==> src/rtl/prog_instr_mem_if.sv <==
// Fetch and program-load bus of the writable instruction memory.
// master = host/decode side, slave = prog_instr_mem.
interface prog_instr_mem_if #(
    parameter int unsigned DATA_W = 8,
    parameter int unsigned ADDR_W = 8
);
    logic              fetch_en;
    logic [ADDR_W-1:0] fetch_addr;
    logic [DATA_W-1:0] instruction;
    logic              instr_valid;
    logic              load_start;
    logic              load_valid;
    logic [DATA_W-1:0] load_data;
    logic              load_last;
    logic              load_ready;
    logic              load_busy;
    logic              load_done;
    logic [ADDR_W:0]   load_count;
    logic              parity_err;

    modport master (
        output fetch_en, fetch_addr, load_start, load_valid, load_data, load_last,
        input  instruction, instr_valid, load_ready, load_busy, load_done,
               load_count, parity_err
    );

    modport slave (
        input  fetch_en, fetch_addr, load_start, load_valid, load_data, load_last,
        output instruction, instr_valid, load_ready, load_busy, load_done,
               load_count, parity_err
    );
endinterface

==> src/rtl/prog_instr_mem.sv <==
// Writable instruction memory: boot program restored on reset, 1-cycle registered
// fetch port, streaming load port. Optional even-parity per word via IMEM_PARITY_EN.
module prog_instr_mem #(
    parameter int unsigned DATA_W = 8,
    parameter int unsigned DEPTH  = 32,
    parameter int unsigned ADDR_W = 8
) (
    input  logic             clk,
    input  logic             reset,
    prog_instr_mem_if.slave  bus
);
    localparam int unsigned IDX_W = (DEPTH > 1) ? $clog2(DEPTH) : 1;
    localparam logic [ADDR_W-1:0] PTR_LAST = ADDR_W'(DEPTH - 1);
    localparam logic [ADDR_W:0]   DEPTH_L  = (ADDR_W+1)'(DEPTH);

    localparam logic [1:0] S_IDLE = 2'd0;
    localparam logic [1:0] S_LOAD = 2'd1;
    localparam logic [1:0] S_DONE = 2'd2;

    logic [1:0]        state_q, state_d;
    logic [ADDR_W-1:0] ptr_q;
    logic [DATA_W-1:0] mem_q [DEPTH];

    logic [DATA_W-1:0] instruction_q;
    logic              instr_valid_q;
    logic              load_ready_q;
    logic              load_busy_q;
    logic              load_done_q;
    logic [ADDR_W:0]   load_count_q;

    logic              wr_en_c;
    logic              last_beat_c;
    logic              fetch_hit_c;
    logic              in_range_c;
    logic [DATA_W-1:0] rd_word_c;

    function automatic logic [DATA_W-1:0] boot_word(input int unsigned idx);
        case (idx)
            0:       return DATA_W'(8'h49);
            1:       return DATA_W'(8'hC1);
            2:       return DATA_W'(8'h18);
            3:       return DATA_W'(8'hA9);
            4:       return DATA_W'(8'h4D);
            default: return '0;
        endcase
    endfunction

    // Next-state and write strobes; fetch is only serviced while idle
    always_comb begin
        state_d     = state_q;
        wr_en_c     = 1'b0;
        last_beat_c = 1'b0;
        fetch_hit_c = (state_q == S_IDLE) && bus.fetch_en;
        in_range_c  = {1'b0, bus.fetch_addr} < DEPTH_L;
        rd_word_c   = mem_q[bus.fetch_addr[IDX_W-1:0]];
        case (state_q)
            S_IDLE: begin
                if (bus.load_start) state_d = S_LOAD;
            end
            S_LOAD: begin
                if (bus.load_valid) begin
                    wr_en_c = 1'b1;
                    if (bus.load_last || (ptr_q == PTR_LAST)) begin
                        last_beat_c = 1'b1;
                        state_d     = S_DONE;
                    end
                end
            end
            S_DONE:  state_d = S_IDLE;
            default: state_d = S_IDLE;
        endcase
    end

    // Control, pointer and fetch registers
    always_ff @(posedge clk or posedge reset) begin
        if (reset) begin
            state_q       <= S_IDLE;
            ptr_q         <= '0;
            instruction_q <= '0;
            instr_valid_q <= 1'b0;
            load_ready_q  <= 1'b0;
            load_busy_q   <= 1'b0;
            load_done_q   <= 1'b0;
            load_count_q  <= '0;
        end else begin
            state_q      <= state_d;
            load_ready_q <= (state_d == S_LOAD);
            load_busy_q  <= (state_d != S_IDLE);
            load_done_q  <= (state_d == S_DONE);
            if ((state_q == S_IDLE) && bus.load_start) ptr_q <= '0;
            else if (wr_en_c)                          ptr_q <= ptr_q + ADDR_W'(1);
            if (last_beat_c) load_count_q <= (ADDR_W+1)'(ptr_q) + (ADDR_W+1)'(1);
            instr_valid_q <= fetch_hit_c;
            if (fetch_hit_c) instruction_q <= in_range_c ? rd_word_c : '0;
        end
    end

    // Program store; reset restores the boot program and discards a partial load
    always_ff @(posedge clk or posedge reset) begin
        if (reset) begin
            for (int unsigned i = 0; i < DEPTH; i++) mem_q[i] <= boot_word(i);
        end else if (wr_en_c) begin
            mem_q[ptr_q[IDX_W-1:0]] <= bus.load_data;
        end
    end

`ifdef IMEM_PARITY_EN
    logic [DEPTH-1:0] par_q;
    logic             parity_err_q;

    always_ff @(posedge clk or posedge reset) begin
        if (reset) begin
            for (int unsigned i = 0; i < DEPTH; i++) par_q[i] <= ^boot_word(i);
            parity_err_q <= 1'b0;
        end else begin
            if (wr_en_c) par_q[ptr_q[IDX_W-1:0]] <= ^bus.load_data;
            if (fetch_hit_c)
                parity_err_q <= in_range_c &&
                                ((^rd_word_c) != par_q[bus.fetch_addr[IDX_W-1:0]]);
            else if (state_q != S_IDLE)
                parity_err_q <= 1'b0;
        end
    end

    assign bus.parity_err = parity_err_q;
`else
    assign bus.parity_err = 1'b0;
`endif

    assign bus.instruction = instruction_q;
    assign bus.instr_valid = instr_valid_q;
    assign bus.load_ready  = load_ready_q;
    assign bus.load_busy   = load_busy_q;
    assign bus.load_done   = load_done_q;
    assign bus.load_count  = load_count_q;

endmodule

==> src/flat_wrapper.sv <==
// flat-port wrapper written by rule: the top's interface ports become plain ports
module prog_instr_mem_flat 
#(
    parameter int unsigned DATA_W = 8,
    parameter int unsigned DEPTH  = 32,
    parameter int unsigned ADDR_W = 8
)
  (clk, reset, bus_fetch_en, bus_fetch_addr, bus_load_start, bus_load_valid, bus_load_data, bus_load_last, bus_instruction, bus_instr_valid, bus_load_ready, bus_load_busy, bus_load_done, bus_load_count, bus_parity_err);
  prog_instr_mem_if #(.DATA_W(DATA_W), .ADDR_W(ADDR_W)) bus_i ();
  input  logic clk;
  input  logic reset;
  input wire logic [$bits(bus_i.fetch_en)-1:0] bus_fetch_en;
  input wire logic [$bits(bus_i.fetch_addr)-1:0] bus_fetch_addr;
  input wire logic [$bits(bus_i.load_start)-1:0] bus_load_start;
  input wire logic [$bits(bus_i.load_valid)-1:0] bus_load_valid;
  input wire logic [$bits(bus_i.load_data)-1:0] bus_load_data;
  input wire logic [$bits(bus_i.load_last)-1:0] bus_load_last;
  output wire logic [$bits(bus_i.instruction)-1:0] bus_instruction;
  output wire logic [$bits(bus_i.instr_valid)-1:0] bus_instr_valid;
  output wire logic [$bits(bus_i.load_ready)-1:0] bus_load_ready;
  output wire logic [$bits(bus_i.load_busy)-1:0] bus_load_busy;
  output wire logic [$bits(bus_i.load_done)-1:0] bus_load_done;
  output wire logic [$bits(bus_i.load_count)-1:0] bus_load_count;
  output wire logic [$bits(bus_i.parity_err)-1:0] bus_parity_err;
  assign bus_i.fetch_en = bus_fetch_en;
  assign bus_i.fetch_addr = bus_fetch_addr;
  assign bus_i.load_start = bus_load_start;
  assign bus_i.load_valid = bus_load_valid;
  assign bus_i.load_data = bus_load_data;
  assign bus_i.load_last = bus_load_last;
  assign bus_instruction = bus_i.instruction;
  assign bus_instr_valid = bus_i.instr_valid;
  assign bus_load_ready = bus_i.load_ready;
  assign bus_load_busy = bus_i.load_busy;
  assign bus_load_done = bus_i.load_done;
  assign bus_load_count = bus_i.load_count;
  assign bus_parity_err = bus_i.parity_err;
  prog_instr_mem #(.DATA_W(DATA_W), .DEPTH(DEPTH), .ADDR_W(ADDR_W)) u_core (.clk(clk), .reset(reset), .bus(bus_i));
endmodule
==> config.mk <==
export PLATFORM = sky130hd
export DESIGN_NAME = prog_instr_mem_flat
export DESIGN_NICKNAME = d
export VERILOG_FILES = /design/src/rtl/prog_instr_mem_if.sv /design/src/rtl/prog_instr_mem.sv /design/src/flat_wrapper.sv
export SDC_FILE = /design/constraint.sdc
export NUM_CORES = 1
export LEC_CHECK = 0
export BUFFER_PORTS_ARGS = -buffer_cell sky130_fd_sc_hd__buf_2
export CORE_UTILIZATION = 35
export DETAILED_ROUTE_END_ITERATION = 10
export GPL_ROUTABILITY_DRIVEN = 0
export GPL_TIMING_DRIVEN = 1
export PLACE_DENSITY = 0.51
export SYNTH_ARGS = -nofsm -noshare
export SYNTH_HDL_FRONTEND = slang
export SYNTH_SLANG_ARGS = --single-unit
==> constraint.sdc <==
create_clock -name clk -period 12.3 [get_ports clk]
set_input_delay 1.23 -clock clk [delete_from_list [all_inputs] [get_ports clk]]
set_output_delay 1.23 -clock clk [all_outputs]
set_load 0.02 [all_outputs]
==> results of run 1 <==
-- cell usage after synthesis (3+ instances only) --
cell | instances | area [um^2]
a21o_1 | 3 | 22.5
mux2i_1 | 48 | 480
o41ai_2 | 7 | 114
a21oi_1 | 30 | 150
dfrtp_1 | 271 | 6780
ha_1 | 4 | 50.1
buf_6 | 7 | 78.8
o31ai_1 | 3 | 22.5
o21ai_0 | 8 | 40.0
nor2_2 | 17 | 106
nor2b_1 | 11 | 68.8
buf_1 | 5 | 18.8
xnor2_1 | 3 | 26.3
a221oi_2 | 6 | 90.1
and2_1 | 3 | 18.8
nand2b_1 | 3 | 18.8
mux2_2 | 282 | 3180
nor2_1 | 16 | 60.1
buf_2 | 8 | 40.0
inv_1 | 4 | 15.0
nor3b_1 | 3 | 22.5
dfstp_2 | 16 | 420
xor2_1 | 3 | 26.3
a211oi_1 | 8 | 60.1
nand3_1 | 4 | 20.0
o22ai_1 | 8 | 50.1
mux4_2 | 23 | 518
mux4_1 | 9 | 236
a22oi_1 | 16 | 120
nand2_1 | 37 | 139
clkbuf_1 | 43 | 161
-- where the power goes --
group / internal, mW / switching [mW] / leakage, nW
Combinational: 0.154 / 0.179 / 2.75
Clock: 0.645 / 0.391 / 0.578
Sequential: 1.07 / 0.0590 / 3.88
Total: 1.87 / 0.629 / 7.20
-- critical path, stage by stage --
cell and delay (ns):
buf_6 0.52, buf_4 0.78, mux4_1 0.65, mux2_2 0.30, a221oi_2 0.30, o41ai_2 0.11
-- cell families after synthesis --
family / synth area share
flops: 0.540
simple gates: 0.0393
buf+inv: 0.0273
fa+ha+maj: 0.00375
other cells: 0.000281
mux: 0.330
xor+xnor: 0.00394
compound gates: 0.0556
-- registers in the layout (all words and copies together) (netlist names) --
name,count
u_core.bus.instr_valid,1
u_core.bus.instruction,8
u_core.bus.load_busy,1
u_core.bus.load_count,9
u_core.bus.load_done,1
u_core.bus.load_ready,1
u_core.mem_q,256
u_core.ptr_q,8
u_core.state_q,2
-- area by class of cell --
cell class | count | share of cell area
clock inverters | 9 | 0.00822
flip-flops and latches | 287 | 0.478
well taps | 511 | 0.0424
multi-input cells | 576 | 0.384
inverters | 4 | 0.00149
clock buffers | 52 | 0.0690
repair buffers | 47 | 0.0177
-- cell usage in the layout, fill, tap and decap left out, drive strengths merged, types with 11 or more instances in the layout --
master	instances
mux2	282
dfrtp	271
clkbuf	52
mux2i	48
buf	47
nand2	37
nor2	33
mux4	32
a21oi	30
a22oi	16
dfstp	16
nor2b	11
-- metrics by stage --
step	power, mW	util	area (um^2)
5_1_grt	2.61	0.401	15100
6_report	2.50	0.401	15100
3_3_place_gp	1.47	0.370	13900
3_5_place_dp	1.48	0.370	13900
2_1_floorplan	1.38	-	13300
4_1_cts	2.53	0.401	15100
-- layer usage --
metal	vias up	wire length (um)	track usage
met2	120	14900	0.268
li1	3457	-	-
met5	-	0	0
met1	4080	15800	0.250
met4	0	1130	0.0666
met3	57	940	0.0201
-- worst max path at each step --
stage / startpoint / slack (ns) / depth (start not counted) / to
4_1_cts: bus_fetch_addr[0] / 8.68 / 6 / u_core.bus.instruction[5]
3_5_place_dp: bus_fetch_addr[0] / 8.16 / 6 / u_core.bus.instruction[5]
2_1_floorplan: reset / 3.18 / 1 / u_core.bus.instr_valid
3_3_place_gp: bus_fetch_addr[0] / 8.21 / 6 / u_core.bus.instruction[2]
5_1_grt: bus_fetch_addr[0] / 8.56 / 6 / u_core.bus.instruction[2]
6_report: bus_fetch_addr[0] / 8.71 / 6 / u_core.bus.instruction[5]
==> flow_summary.ini, run 1 <==
[global_route]
grt-ovfl-total = 0
grt_max_degree = 167
grt_pass1_vias = 8091
track_usage = 0.174
antenna_found_initial = 0
grt_pass1_wl_um = 50800

[worst_setup_path]
required_ns = 12.67
r2r_start = u_core.state_q[0]
reg2reg_slack_ns = 9.71
worstPathMaxFanout = 50
endpoint_kind = register
worstSetupStartpointType = primary input
critPathKind = primary input to register
worstReg2RegEnd = u_core.mem_q[154]
critical_path_arrival_ns = 3.96
ff2ff_path_depth = 5

[synthesis]
netlist_area_mm2 = 0.0133
synth_seq_cells = 287
yosys_warnings = 0
synth_edf_count = 0
synth_ff_type = dfrtp_1
ys_types = 47
synth.avg_cell_area_um2 = 14.3
syn_inst = 934
yosysSeqAreaShare = 0.540
synthArstFlopShare = 1.00
synth_fp_nets = 960

[min_path]
whs_path_depth = 1
hp-start = u_core.mem_q[187]
hp-class = register to register
hold_end = u_core.mem_q[187]

[clock_network]
holdBufCountCts = 0
cts_sinks = 287
root_buffer = clkbuf_16
htreeDepth = 2
cts_buffers = 34
cts_buffer_depth = 3
ctsResizeCount = 0
clk_pin_slew_ns = 0.06
cts_tree = built
cts_setup_buffers = 0
insertion_delay_ns = 0.51

[timing]
period_minus_slack_ns = 3.59
rsz0062_at_grt = no
period_share = 0.292
fmax_ghz = 0.279
finClkSkew_ns = 0.0169
holdWs_ns = 0.497
setup_violations = 0
tns_ns = 0
layout_setup_ws_ns = 8.71
max_slew.worst_pin.slew_ns = 1.16
finalHoldViolCount = 0
slew_headroom = 0.227
slew_violations = 0

[placed_design]
dp_cells = 1425
pre_cts_ws_ns = 8.16
port_buffers = 42
dp_hpwl_um = 20100

[finish]
num-fill-cells = 3499
instances_no_fill = 1486
multiInputGateArea_mm2 = 0.00578
register_area_mm2 = 0.00720
antenna_cells = 0
drive_above_1_share = 0.467
syn2layout_area_growth_pct = 12.9
nets = 976

[floorplan]
die_x_um = 197
start_util = 0.355
std_cell_rows = 71
io-pin-count = 44
core_mm2 = 0.0376
dieHeight_um = 197
dieArea_mm2 = 0.0389

[routing]
wl_um = 32800
wire_per_inst_um = 22.1
vias = 7714
vias_per_cell = 5.19
drt_first_pass_iters = 4
antenna_left = 0
drt-initial-drc-count = 440
drc_errors = 0

[power_and_ir_drop]
power_density_mw_per_mm2 = 166
p_leak_nw = 7.20
peakVddDrop_mv = 0.0853

[status]
status = completed

[run]
drv_cap = 0
Note: power is estimated with default switching activity, not from simulation.
==> run 2: changes to the inputs <==
==> constraint.sdc (replaced) <==
create_clock -name clk -period 3.7 [get_ports clk]
set_input_delay 0.37 -clock clk [delete_from_list [all_inputs] [get_ports clk]]
set_output_delay 0.37 -clock clk [all_outputs]
set_load 0.02 [all_outputs]
==> run 2 against run 1 <==
  * Final cell count rose by 0.47%
  * Critical path depth shrank 1
  * Clock skew increased by 0.0031 ns
  * Die area is the same
  * Wire length decreased by 0.21%
  * Critical endpoint is now u_core.mem_q[65]
  * Power increased to 3.3 times the previous value
  * Sequential power grew to 3.3 times the previous value
  * First-iteration DRC count decreased by 4.3%
  * Largest cell class unchanged
  * Clock-buffer cell count is 1 higher
  * Via count increased by 0.56%
==> flow_summary.ini, run 2 (synthesized netlist as in run 1, its figures left out) <==
[finish]
instances_no_fill = 1493
antenna_cells = 0
syn2layout_area_growth_pct = 13.3
layout_common_cells = mux2_2, dfrtp_1, mux2i_1
num-fill-cells = 3526
nets = 983
design_area_mm2 = 0.0151
largest_reg_flops = 256
multiInputGateArea_mm2 = 0.00578
register_area_mm2 = 0.00720
drive_above_1_share = 0.467
layout_commonest_cell = mux2_2
top_register = u_core.mem_q

[run]
drv_cap = 0

[timing]
layout_setup_ws_ns = 1.09
slew_violations = 0
tns_ns = 0
period_share = 0.705
rsz0062_at_grt = no
max_slew.worst_pin.slew_ns = 0.841
fmax_ghz = 0.384
setup_violations = 0
finalHoldViolCount = 0
slew_headroom = 0.440
finClkSkew_ns = 0.0201
period_minus_slack_ns = 2.61

[clock_network]
cts_setup_buffers = 0
cts_buffers = 35
insertion_delay_ns = 0.52
cts_sinks = 287
cts_tree = built
holdBufCountCts = 1
ctsResizeCount = 0
htreeDepth = 2
root_buffer = clkbuf_16
cts_buffer_depth = 3
clk_pin_slew_ns = 0.06

[min_path]
whs_path_depth = 3
hold_end = u_core.bus.load_done
hp-class = primary input to register
hp-start = bus_load_last

[power_and_ir_drop]
p_int_mw = 6.10
power_density_mw_per_mm2 = 545
power_switching_mw = 2.15
total_power_mw = 8.25
p_leak_nw = 7.22
peakVddDrop_mv = 0.350
p_sw_frac = 0.260
p_seq_frac = 0.454
p_comb_frac = 0.138
clkPwrFrac = 0.408

[routing]
vias = 7757
wl_um = 32700
antenna_left = 0
wl_met3_um = 1040
vias_per_cell = 5.20
met2_length_um = 15600
drc_errors = 0
wl_met1_um = 15600
drt-initial-drc-count = 421
wire_per_inst_um = 21.9
drt_first_pass_iters = 4
top_layer = met4

[placed_design]
dp_hpwl_um = 20800
pre_cts_ws_ns = 0.995
dp_cells = 1430
placed_cell_area_mm2 = 0.0140
port_buffers = 42

[worst_setup_path]
reg2reg_slack_ns = 1.09
critical_path_arrival_ns = 3.01
worstReg2RegEnd = u_core.mem_q[65]
ff2ff_path_depth = 5
endpoint_kind = register
worstPathMaxFanout = 12
r2r_start = u_core.state_q[0]
worstSetupStartpointType = register
required_ns = 4.10
critPathKind = register to register

[status]
status = completed

[floorplan]
std_cell_rows = 71
core_mm2 = 0.0376
start_util = 0.355
die_x_um = 197
io-pin-count = 44
dieHeight_um = 197
dieArea_mm2 = 0.0389

[global_route]
track_usage = 0.175
grt_pass1_wl_um = 51300
grt_max_degree = 115
antenna_found_initial = 0
grt_pass1_vias = 8140
grt-ovfl-total = 0
## run 2: layer usage
layer	global-route usage	vias up
met3	0.0263	40
met5	0	-
met2	0.283	115
met1	0.248	4110
li1	-	3492
met4	0.0379	0
## run 2: worst max-delay path by stage
stage	cells past startpoint	end	slack, ns	startpoint
floorplan	1	u_core.bus.instr_valid	-0.46	reset
global placement	6	u_core.bus.instruction[4]	1.01	bus_fetch_addr[1]
detailed placement	6	u_core.mem_q[66]	1.0	bus_load_valid
CTS	5	u_core.mem_q[70]	1.03	u_core.state_q[0]
global route	5	u_core.mem_q[70]	0.89	u_core.state_q[0]
finish	5	u_core.mem_q[65]	1.09	u_core.state_q[0]
## run 2: final cells by class
cell class                 instances  area share
timing repair buffer              53      0.0232
inverter                           4     0.00124
tap                              511      0.0423
clock buffer                      53      0.0691
sequential                       287       0.476
clock inverter                     9     0.00587
multi-input combinational        576       0.382
## run 2: power by group through the flow
stage / Sequential, mW / Combinational (mW) / Clock [mW]
6_report: 3.74 / 1.14 / 3.36
5_1_grt: 3.79 / 1.25 / 3.57
4_1_cts: 3.75 / 1.16 / 3.45
3_5_place_dp: 3.80 / 1.16 / 0
3_3_place_gp: 3.79 / 1.15 / 0
2_1_floorplan: 3.79 / 0.805 / 0
## run 2: stage by stage
stage          hold slack [ns]   util
2_1_floorplan            0.470      -
3_3_place_gp             0.310  0.372
3_5_place_dp             0.306  0.372
4_1_cts                  0.106  0.403
5_1_grt                  0.153  0.403
6_report                 0.125  0.403
## run 2: worst max-delay path: stages, from the launching register on
cell     delay [ns]
dfrtp_1        0.38
nand2_1        0.12
nor2_1         0.58
nand2_1        0.42
nor2_2         0.59
mux2_2         0.40
